File: src/rtl/tank_level_ctrl_if.sv
// ---------------------------------------------------------------------------
// tank_level_ctrl_if
// Groups the sensor, control and status signals of the water-tank controller.
//   master : drives sensors/auto_en/fault_clr, observes the status outputs
//   slave  : the controller itself
// Signals
//   sensors    [NUM_SENSORS-1:0]  raw wet/dry sensor bits, bit 0 = bottom
//   auto_en                       1 = automatic pump control, 0 = pump forced off
//   fault_clr                     single-cycle fault clear pulse
//   level      [LW-1:0]           filtered level (number of wet sensors)
//   pump_on                       pump drive
//   alarm_low / alarm_high        level empty / level full
//   fault                         controller is in FAULT
//   fault_code [1:0]              01 invalid pattern, 10 pump timeout, 00 none
// ---------------------------------------------------------------------------
interface tank_level_ctrl_if #(
    parameter int NUM_SENSORS = 4
);
    localparam int LW = $clog2(NUM_SENSORS + 1);

    logic [NUM_SENSORS-1:0] sensors;
    logic                   auto_en;
    logic                   fault_clr;
    logic [LW-1:0]          level;
    logic                   pump_on;
    logic                   alarm_low;
    logic                   alarm_high;
    logic                   fault;
    logic [1:0]             fault_code;

    modport master (
        output sensors, auto_en, fault_clr,
        input  level, pump_on, alarm_low, alarm_high, fault, fault_code
    );

    modport slave (
        input  sensors, auto_en, fault_clr,
        output level, pump_on, alarm_low, alarm_high, fault, fault_code
    );
endinterface

File: src/rtl/tank_level_ctrl.sv
// ---------------------------------------------------------------------------
// tank_level_ctrl
// Water-tank controller: synchronises and debounces NUM_SENSORS stacked level
// sensors, encodes the filtered thermometer pattern into a level, drives a
// fill pump with LOW_MARK/HIGH_MARK hysteresis and raises a sticky fault when
// the pattern is physically impossible (upper sensor wet, lower one dry).
//
// Ports
//   clk    : system clock, rising edge
//   rst_n  : asynchronous active-low reset
//   bus    : tank_level_ctrl_if.slave (sensors, auto_en, fault_clr in;
//            level, pump_on, alarm_low, alarm_high, fault, fault_code out)
//
// Optional feature
//   TANK_PUMP_TIMEOUT_EN : when defined, a run counter limits a FILL episode
//   to PUMP_TIMEOUT cycles and enters FAULT with fault_code 10 on expiry.
//   When undefined, FILL lasts indefinitely and fault_code is never 10.
// ---------------------------------------------------------------------------
module tank_level_ctrl #(
    parameter int NUM_SENSORS     = 4,
    parameter int DEBOUNCE_CYCLES = 4,
    parameter int FAULT_CYCLES    = 8,
    parameter int LOW_MARK        = 1,
    parameter int HIGH_MARK       = 4,
    parameter int PUMP_TIMEOUT    = 256
) (
    input  logic             clk,
    input  logic             rst_n,
    tank_level_ctrl_if.slave bus
);
    localparam int LW  = $clog2(NUM_SENSORS + 1);
    localparam int DCW = (DEBOUNCE_CYCLES > 1) ? $clog2(DEBOUNCE_CYCLES) : 1;
    localparam int FCW = $clog2(FAULT_CYCLES + 1);

    if (NUM_SENSORS < 2 || DEBOUNCE_CYCLES < 1 || FAULT_CYCLES < 1 ||
        LOW_MARK >= HIGH_MARK || HIGH_MARK > NUM_SENSORS || PUMP_TIMEOUT < 1) begin : g_param_check
        $error("tank_level_ctrl: illegal parameter combination");
    end

    typedef enum logic [1:0] {IDLE, FILL, FAULT} state_t;

    // A valid pattern is a thermometer code: v+1 is a power of two.
    function automatic logic is_therm(input logic [NUM_SENSORS-1:0] v);
        return (v & (v + 1'b1)) == '0;
    endfunction

    function automatic logic [LW-1:0] count_ones(input logic [NUM_SENSORS-1:0] v);
        logic [LW-1:0] n;
        n = '0;
        for (int i = 0; i < NUM_SENSORS; i++) begin
            n = n + LW'(v[i]);
        end
        return n;
    endfunction

    function automatic logic [FCW-1:0] sat_inc(input logic [FCW-1:0] c);
        return (c == FCW'(FAULT_CYCLES)) ? c : c + 1'b1;
    endfunction

    logic [NUM_SENSORS-1:0] sync_p0, sync_p1;
    logic [NUM_SENSORS-1:0] filt_p2;
    logic [DCW-1:0]         db_cnt [NUM_SENSORS];
    logic [LW-1:0]          level_p3;
    logic [FCW-1:0]         inv_cnt;
    logic                   valid;
    logic                   trig_inv;
    logic                   timeout_hit;
    state_t                 state, state_next;
    logic [1:0]             code_q, code_next;

    // Stage 0/1: two-flop synchroniser on the asynchronous sensor pins.
    always_ff @(posedge clk or negedge rst_n) begin
        if (!rst_n) begin
            sync_p0 <= '0;
            sync_p1 <= '0;
        end else begin
            sync_p0 <= bus.sensors;
            sync_p1 <= sync_p0;
        end
    end

    // Stage 2: per-bit debounce; a bit is accepted after DEBOUNCE_CYCLES
    // consecutive samples that disagree with the current filtered value.
    always_ff @(posedge clk or negedge rst_n) begin
        if (!rst_n) begin
            filt_p2 <= '0;
            for (int b = 0; b < NUM_SENSORS; b++) begin
                db_cnt[b] <= '0;
            end
        end else begin
            for (int b = 0; b < NUM_SENSORS; b++) begin
                if (sync_p1[b] == filt_p2[b]) begin
                    db_cnt[b] <= '0;
                end else if (db_cnt[b] == DCW'(DEBOUNCE_CYCLES - 1)) begin
                    filt_p2[b] <= sync_p1[b];
                    db_cnt[b]  <= '0;
                end else begin
                    db_cnt[b] <= db_cnt[b] + 1'b1;
                end
            end
        end
    end

    assign valid    = is_therm(filt_p2);
    assign trig_inv = !valid && (inv_cnt >= FCW'(FAULT_CYCLES - 1));

    // Stage 3: level register (holds while the pattern is invalid) and the
    // invalid-pattern persistence counter.
    always_ff @(posedge clk or negedge rst_n) begin
        if (!rst_n) begin
            level_p3 <= '0;
            inv_cnt  <= '0;
        end else begin
            if (valid) begin
                level_p3 <= count_ones(filt_p2);
            end
            inv_cnt <= valid ? '0 : sat_inc(inv_cnt);
        end
    end

`ifdef TANK_PUMP_TIMEOUT_EN
    localparam int RCW = $clog2(PUMP_TIMEOUT + 1);
    logic [RCW-1:0] run_cnt;

    // Counts cycles spent in FILL; any exit (including the timeout itself)
    // clears it so the next FILL episode starts from zero.
    always_ff @(posedge clk or negedge rst_n) begin
        if (!rst_n) begin
            run_cnt <= '0;
        end else if (state == FILL && state_next == FILL) begin
            run_cnt <= run_cnt + 1'b1;
        end else begin
            run_cnt <= '0;
        end
    end

    assign timeout_hit = (state == FILL) && (run_cnt == RCW'(PUMP_TIMEOUT - 1));
`else
    assign timeout_hit = 1'b0;
`endif

    // Stage 4: pump/fault state machine.
    always_ff @(posedge clk or negedge rst_n) begin
        if (!rst_n) begin
            state  <= IDLE;
            code_q <= 2'b00;
        end else begin
            state  <= state_next;
            code_q <= code_next;
        end
    end

    always_comb begin
        state_next = state;
        code_next  = code_q;
        if (trig_inv) begin
            // Fault entry outranks every other transition, including fault_clr.
            state_next = FAULT;
            code_next  = 2'b01;
        end else if (timeout_hit) begin
            state_next = FAULT;
            code_next  = 2'b10;
        end else begin
            case (state)
                IDLE: begin
                    if (bus.auto_en && valid && level_p3 <= LW'(LOW_MARK)) begin
                        state_next = FILL;
                    end
                end
                FILL: begin
                    if (level_p3 >= LW'(HIGH_MARK) || !bus.auto_en) begin
                        state_next = IDLE;
                    end
                end
                FAULT: begin
                    if (bus.fault_clr && valid) begin
                        state_next = IDLE;
                        code_next  = 2'b00;
                    end
                end
                default: begin
                    state_next = IDLE;
                end
            endcase
        end
    end

    // Pump and fault decode straight from the state register so an
    // asynchronous reset drops the pump without waiting for a clock.
    assign bus.level      = level_p3;
    assign bus.pump_on    = (state == FILL);
    assign bus.fault      = (state == FAULT);
    assign bus.fault_code = code_q;
    assign bus.alarm_low  = (level_p3 == '0);
    assign bus.alarm_high = (level_p3 == LW'(NUM_SENSORS));
endmodule
File: src/flat_wrapper.sv
// flat-port wrapper written by rule: the top's interface ports become plain ports
module tank_level_ctrl_flat 
#(
    parameter int NUM_SENSORS     = 4,
    parameter int DEBOUNCE_CYCLES = 4,
    parameter int FAULT_CYCLES    = 8,
    parameter int LOW_MARK        = 1,
    parameter int HIGH_MARK       = 4,
    parameter int PUMP_TIMEOUT    = 256
)
  (clk, rst_n, bus_sensors, bus_auto_en, bus_fault_clr, bus_level, bus_pump_on, bus_alarm_low, bus_alarm_high, bus_fault, bus_fault_code);
  tank_level_ctrl_if #(.NUM_SENSORS(NUM_SENSORS)) bus_i ();
  input  logic clk;
  input  logic rst_n;
  input wire logic [$bits(bus_i.sensors)-1:0] bus_sensors;
  input wire logic [$bits(bus_i.auto_en)-1:0] bus_auto_en;
  input wire logic [$bits(bus_i.fault_clr)-1:0] bus_fault_clr;
  output wire logic [$bits(bus_i.level)-1:0] bus_level;
  output wire logic [$bits(bus_i.pump_on)-1:0] bus_pump_on;
  output wire logic [$bits(bus_i.alarm_low)-1:0] bus_alarm_low;
  output wire logic [$bits(bus_i.alarm_high)-1:0] bus_alarm_high;
  output wire logic [$bits(bus_i.fault)-1:0] bus_fault;
  output wire logic [$bits(bus_i.fault_code)-1:0] bus_fault_code;
  assign bus_i.sensors = bus_sensors;
  assign bus_i.auto_en = bus_auto_en;
  assign bus_i.fault_clr = bus_fault_clr;
  assign bus_level = bus_i.level;
  assign bus_pump_on = bus_i.pump_on;
  assign bus_alarm_low = bus_i.alarm_low;
  assign bus_alarm_high = bus_i.alarm_high;
  assign bus_fault = bus_i.fault;
  assign bus_fault_code = bus_i.fault_code;
  tank_level_ctrl #(.NUM_SENSORS(NUM_SENSORS), .DEBOUNCE_CYCLES(DEBOUNCE_CYCLES), .FAULT_CYCLES(FAULT_CYCLES), .LOW_MARK(LOW_MARK), .HIGH_MARK(HIGH_MARK), .PUMP_TIMEOUT(PUMP_TIMEOUT)) u_core (.clk(clk), .rst_n(rst_n), .bus(bus_i));
endmodule
File: config.mk
export PLATFORM = sky130hd
export DESIGN_NAME = tank_level_ctrl_flat
export DESIGN_NICKNAME = d
export VERILOG_FILES = /design/src/rtl/tank_level_ctrl_if.sv /design/src/rtl/tank_level_ctrl.sv /design/src/flat_wrapper.sv
export SDC_FILE = /design/constraint.sdc
export NUM_CORES = 1
export LEC_CHECK = 0
export BUFFER_PORTS_ARGS = -buffer_cell sky130_fd_sc_hd__buf_4
export CAP_MARGIN = 20
export CORE_MARGIN = 2
export CORE_UTILIZATION = 55
export DETAILED_ROUTE_END_ITERATION = 10
export PLACE_DENSITY = 0.77
export SLEW_MARGIN = 20
export SYNTH_ARGS = -nofsm -noshare
export SYNTH_HDL_FRONTEND = slang
export SYNTH_SLANG_ARGS = --single-unit
File: constraint.sdc
create_clock -name clk -period 2.4 [get_ports clk]
set_input_delay 0.48 -clock clk [delete_from_list [all_inputs] [get_ports clk]]
set_output_delay 0.48 -clock clk [all_outputs]
set_load 0.005 [all_outputs]
**Word level (Yosys, flattened, before mapping)**

Index checks and enable logic that the tools add are counted.

- Add/sub/neg operators: 9
- $mul: 0
- Div/mod/pow operators: 0
- Magnitude comparators: 3
- Equality and inequality tests: 16
- Shift operators: 0
- Muxes and demuxes: 17
- Bitwise gates (word level): 5
- Reduce and logical (&&, ||, !) cells: 18

Operators by type and width:

| operator | count |
|---|---|
| two-way mux 2 bit | 14 |
| equality test 2 bit, second input constant | 5 |
| AND reduction 2 bit | 5 |
| inequality test 3 x 1 -> 1 bit, second input constant | 3 |
| adder 2 x 1 -> 2 bit, second input constant | 4 |
| adder 4 x 1 -> 4 bit, second input constant | 2 |
| two-way mux 4 bit | 2 |
| adder 3 x 1 -> 3 bit | 2 |
| one-hot mux 2 bit (3 select lines) | 1 |
| AND 4 bit | 1 |
| equality test 1 bit | 4 |
| equality test 4 bit, second input constant | 1 |
| >= comparator 4 x 3 -> 1 bit, second input constant | 1 |
| logical AND 1 bit | 4 |
| logical NOT 4 bit | 1 |
| inverter 1 bit | 4 |
| nonzero test 2 bit | 2 |
| equality test 3 bit, second input constant | 1 |
| >= comparator 3 bit, second input constant | 1 |
| <= comparator 3 x 1 -> 1 bit, second input constant | 1 |
| logical NOT 3 bit | 1 |
| AND reduction 3 bit | 1 |
| adder 1 x 1 -> 2 bit | 1 |
| equality test 2 x 1 -> 1 bit, second input constant | 1 |
| 4 further kinds | 5 |

- Register bits after elaboration: 31
- Bits in latches: 0
- Memory bits (writable): 0
- ROM bits: 0
- Output and inout bits: 9
- Logic and storage cells: 82
- Memories kept: 0

**Longest topological paths before layout**

- Word-level depth: 8
- Depth in mapped cells: 6
- Depth with buffers taken out: 6

**Worst setup path after synthesis**

Ideal clock, no wire load.

- Path kind: flip-flop to flip-flop
- Start: register u_core.filt_p2[0]
- End: register u_core.level_p3[1] (netlist: u_core.bus.level[1])
- Arrival: 1.614 ns
- Data required time: 2.275 ns
- Setup slack: 0.662 ns
- Stages on the path, launching flop included: 7
- Buffers on the path: 0
- Clock period less this slack: 1.738 ns
- Path through: dfrtp_1 inv_1 ha_1 inv_1 fa_1 ha_1 mux2_2

- Cells in the longest elaborated chain, start to end: 3

RTL lines:

| element | RTL line | source |
|---|---|---|
| from (decl) | tank_level_ctrl.sv:61 | `logic [NUM_SENSORS-1:0] filt_p2;` |
| from (signal, indexed assignment) | tank_level_ctrl.sv:95 | `filt_p2[b] <= sync_p1[b];` |
| adder 1 x 1 -> 2 bit or adder 4 x 1 -> 4 bit (tied branches) | tank_level_ctrl.sv:51, tank_level_ctrl.sv:44 |  |
| adder 3 x 1 -> 3 bit or AND 4 bit (tied branches) | tank_level_ctrl.sv:51, tank_level_ctrl.sv:44 |  |
| adder 3 x 1 -> 3 bit or logical NOT 4 bit (tied branches) | tank_level_ctrl.sv:51, tank_level_ctrl.sv:44 |  |
| to (signal assigned) | tank_level_ctrl.sv:115 | `level_p3 <= count_ones(filt_p2);` |
| to (decl) | tank_level_ctrl.sv:63 | `logic [LW-1:0] level_p3;` |

Several ways; a longest one is shown, not always the timed one.
A chain may end at the register's enable or synchronous reset.

**Worst setup path in the final report**

Same ends and word-level chain as after synthesis.

==> impl_metrics.csv <==
group,metric,value,unit
outcome,outcome,"completed",
cts,cts_made_buffers,5,
synth,synth_edf_count,0,
synth,synth.yosys.warnings,0,
synth,synth_compound_area_frac,0.0656,
synth,synthFlopType,"dfrtp_1",
power_and_ir_drop,p_leak,0.735,nW
power_and_ir_drop,vdd_ir_drop_max,0.664,mV
global_route,grt_pass1_wl,2.82,mm
setup_path,path_class,"flop to flop",
place,gp_congestion,0.659,
cts,postCtsSetupRepairBufs,0,
global_route,grt_max_degree,31,
cts,cts_hold_buffers,0,
die,initial_core_util,0.578,
sta,finalWorstSetupSlack,575,ps
drt,route.antenna.remaining_nets,0,
finish,area_growth_syn_to_layout,15.7,%
sta,rsz0062_at_grt,"no",
die,core_area,2210,µm²
synth,synthArstFlopShare,1.00,
cts,clockBufferDepth,2,
die,dieArea,2730,µm²
cts,htreeDepth,2,
setup_path,cp_max_fo,4,
global_route,grt_pass1_vias,681,
global_route,use_met3,0.0771,
cts,cts_tree,"built",
global_route,grtUsageTotal,0.152,
die,die_y,52.2,µm
global_route,grt_use_met1,0.184,
sta,finalCritPeriodShare,0.760,
synth,synth.distinct_cells,26,
cts,path_clk_slew,80,ps
setup_path,start_kind,"flop",
flow_run,drv_cap,0,
sta,hold_viol,0,
synth,synthSimpleGateAreaFrac,0.115,
place,hpwlAfterDp,1.22,mm
sta,timing.setup.tns,0,ps
power_and_ir_drop,p_per_area,1210,nW/µm²
drt,postRouteWirelength,1.67,mm
drt,firstDrtPassIters,2,
synth,netlist_area,1280,µm²
cts,cts_repair_resize_count,0,
sta,setup_viol_count_final,0,
synth,synth_seq_cells,30,
synth,avgSynthCellArea,13.2,µm²
place,place_ws,581,ps
drt,viasPerCell,5.09,
synth,synthAdderAreaFrac,0.104,
die,io_pins,17,
drt,drtIter0Drc,2,
cts,cts.sinks,30,
setup_path,crit_required,2600,ps
finish,layout.nets,136,
global_route,busiest_layer,"met2",
synth,synth_nets,115,
drt,vias,748,
finish,drive_gt1_frac,0.261,
setup_path,crit_path_end_kind,"flop",
synth,synthMuxAreaShare,0.0607,
global_route,grtUsageMet2,0.224,
finish,diodes,0,
min_path,hold_path_class,"primary input to async pin",
drt,remaining_drc_errors,0,
sta,slew_violations,0,
synth,netlist_instances,97,
die,rows,17,
synth,synth_top_family_by_area,"simple AND/OR/NAND/NOR gates",
synth,seq_area_frac_synth,0.587,
global_route,antenna_found_initial,0,
sta,fin_skew,1.56,ps
global_route,overflow,0,
setup_path,cp.arrival,2030,ps
cts,root_buffer,"clkbuf_4",
sta,period_minus_slack,1830,ps
cts,clk_latency,310,ps
drt,wl_per_cell,11.3,µm
sta,clock.fmax,0.548,GHz
die,die_x,52.2,µm
place,portBuffers,15,
synth,synthXorXnorAreaFrac,0.0411,
## layout by cell type (no fill, tap or decap)
master	count
xor2_1	1
inv_1	6
nand3b_1	2
nor2_1	6
nand3_1	2
a221oi_4	1
xnor2_1	5
nor3b_1	1
nand2_1	2
a21bo_2	1
a21oi_1	3
fa_1	1
nor3_1	5
clkinv_2	1
mux2_2	6
clkbuf_1	1
mux2i_1	1
ha_1	9
nand3_2	1
a21o_1	1
clkbuf_4	5
dfrtp_1	30
o21ai_0	1
a2bb2o_1	1
conb_1	1
nor2b_1	6
o211a_1	1
buf_4	15
nand2b_1	2
clkbuf_8	1
## metal layers
| layer | routed length (µm) | share of wire |
|---|---|---|
| met5 | 0 | 0 |
| met4 | 29 | 0.017 |
| met3 | 113 | 0.068 |
| met2 | 757 | 0.45 |
| met1 | 765 | 0.46 |
## final cells by class
| class | count | area (µm²) |
|---|---|---|
| clock buffers | 7 | 55.1 |
| clock inverters | 1 | 5.00 |
| fillers | 163 | 733 |
| inverters | 6 | 22.5 |
| multi-input cells | 60 | 498 |
| flip-flops and latches | 30 | 751 |
| well taps | 28 | 35.0 |
| repair buffers | 15 | 113 |
## Yosys cell counts, types with 2 or more instances
library cell  count  area, µm²
ha_1              9        113
inv_1             6       22.5
dfrtp_1          30        751
nand2_1           2       7.51
nor2_1            6       22.5
nand3_1           2       10.0
mux2_2            6       67.6
nand2b_1          2       12.5
nor3_1            5       25.0
nand3b_1          2       15.0
a21oi_1           3       15.0
xnor2_1           5       43.8
nor2b_1           6       37.5
## worst max-delay path: stages (launching register included)
cell,delay [ps]
dfrtp_1,420
inv_1,80
ha_1,270
inv_1,50
fa_1,360
ha_1,270
mux2_2,260
## path summary, 6_finish.rpt
kind | start | endpoint | slack [ps] | cells past startpoint
worst max-delay path | u_core.filt_p2[0] | u_core.bus.level[1] | 570 | 6
worst min-delay path | rst_n | u_core.sync_p0[0] | 70 | 1
worst max register to register | u_core.filt_p2[0] | u_core.bus.level[1] | 570 | 6
worst min register to register | u_core.sync_p0[0] | u_core.sync_p1[0] | 350 | 0
max in group asynchronous | rst_n | u_core.bus.level[0] | 2060 | 1
min in group clk | bus_sensors[3] | u_core.sync_p0[3] | 270 | 1
## logic make-up (layout without fill, tap and decap cells)
logic type	Yosys count	in the layout
adders and majority gates	10	10
muxes	7	7
other	1	1
DFF	30	30
AOI/OAI and AO/OA	9	9
xor gates and xnor gates	6	6
buffers and inverters	7	29
and+or+nand+nor	27	27
## report_power, final
part           internal, mW  switching [mW]
combinational         0.369           0.282
sequential            0.675           0.163
clock                 0.142           0.155
total                  1.19           0.600
## sequential cells by signal, summed over array words and instances (netlist names)
signal                 count
u_core.sync_p0             4
u_core.sync_p1             4
u_core.bus.fault_code      1
u_core.state               2
u_core.db_cnt              8
u_core.inv_cnt             4
u_core.filt_p2             4
u_core.bus.level           3
## per-stage QoR
step                       util  cells  hold WS (ps)  power (mW)  cell area [µm²]
after floorplan               -     97           184        1.29             1280
after global routing      0.669    147          75.9        1.95             1480
after CTS                 0.669    147          71.9        1.82             1480
after detailed placement  0.641    139           336        1.52             1420
final                     0.669    147          70.3        1.79             1480
after global placement    0.641    139           333        1.47             1420
(Power assumes the default switching activity.)
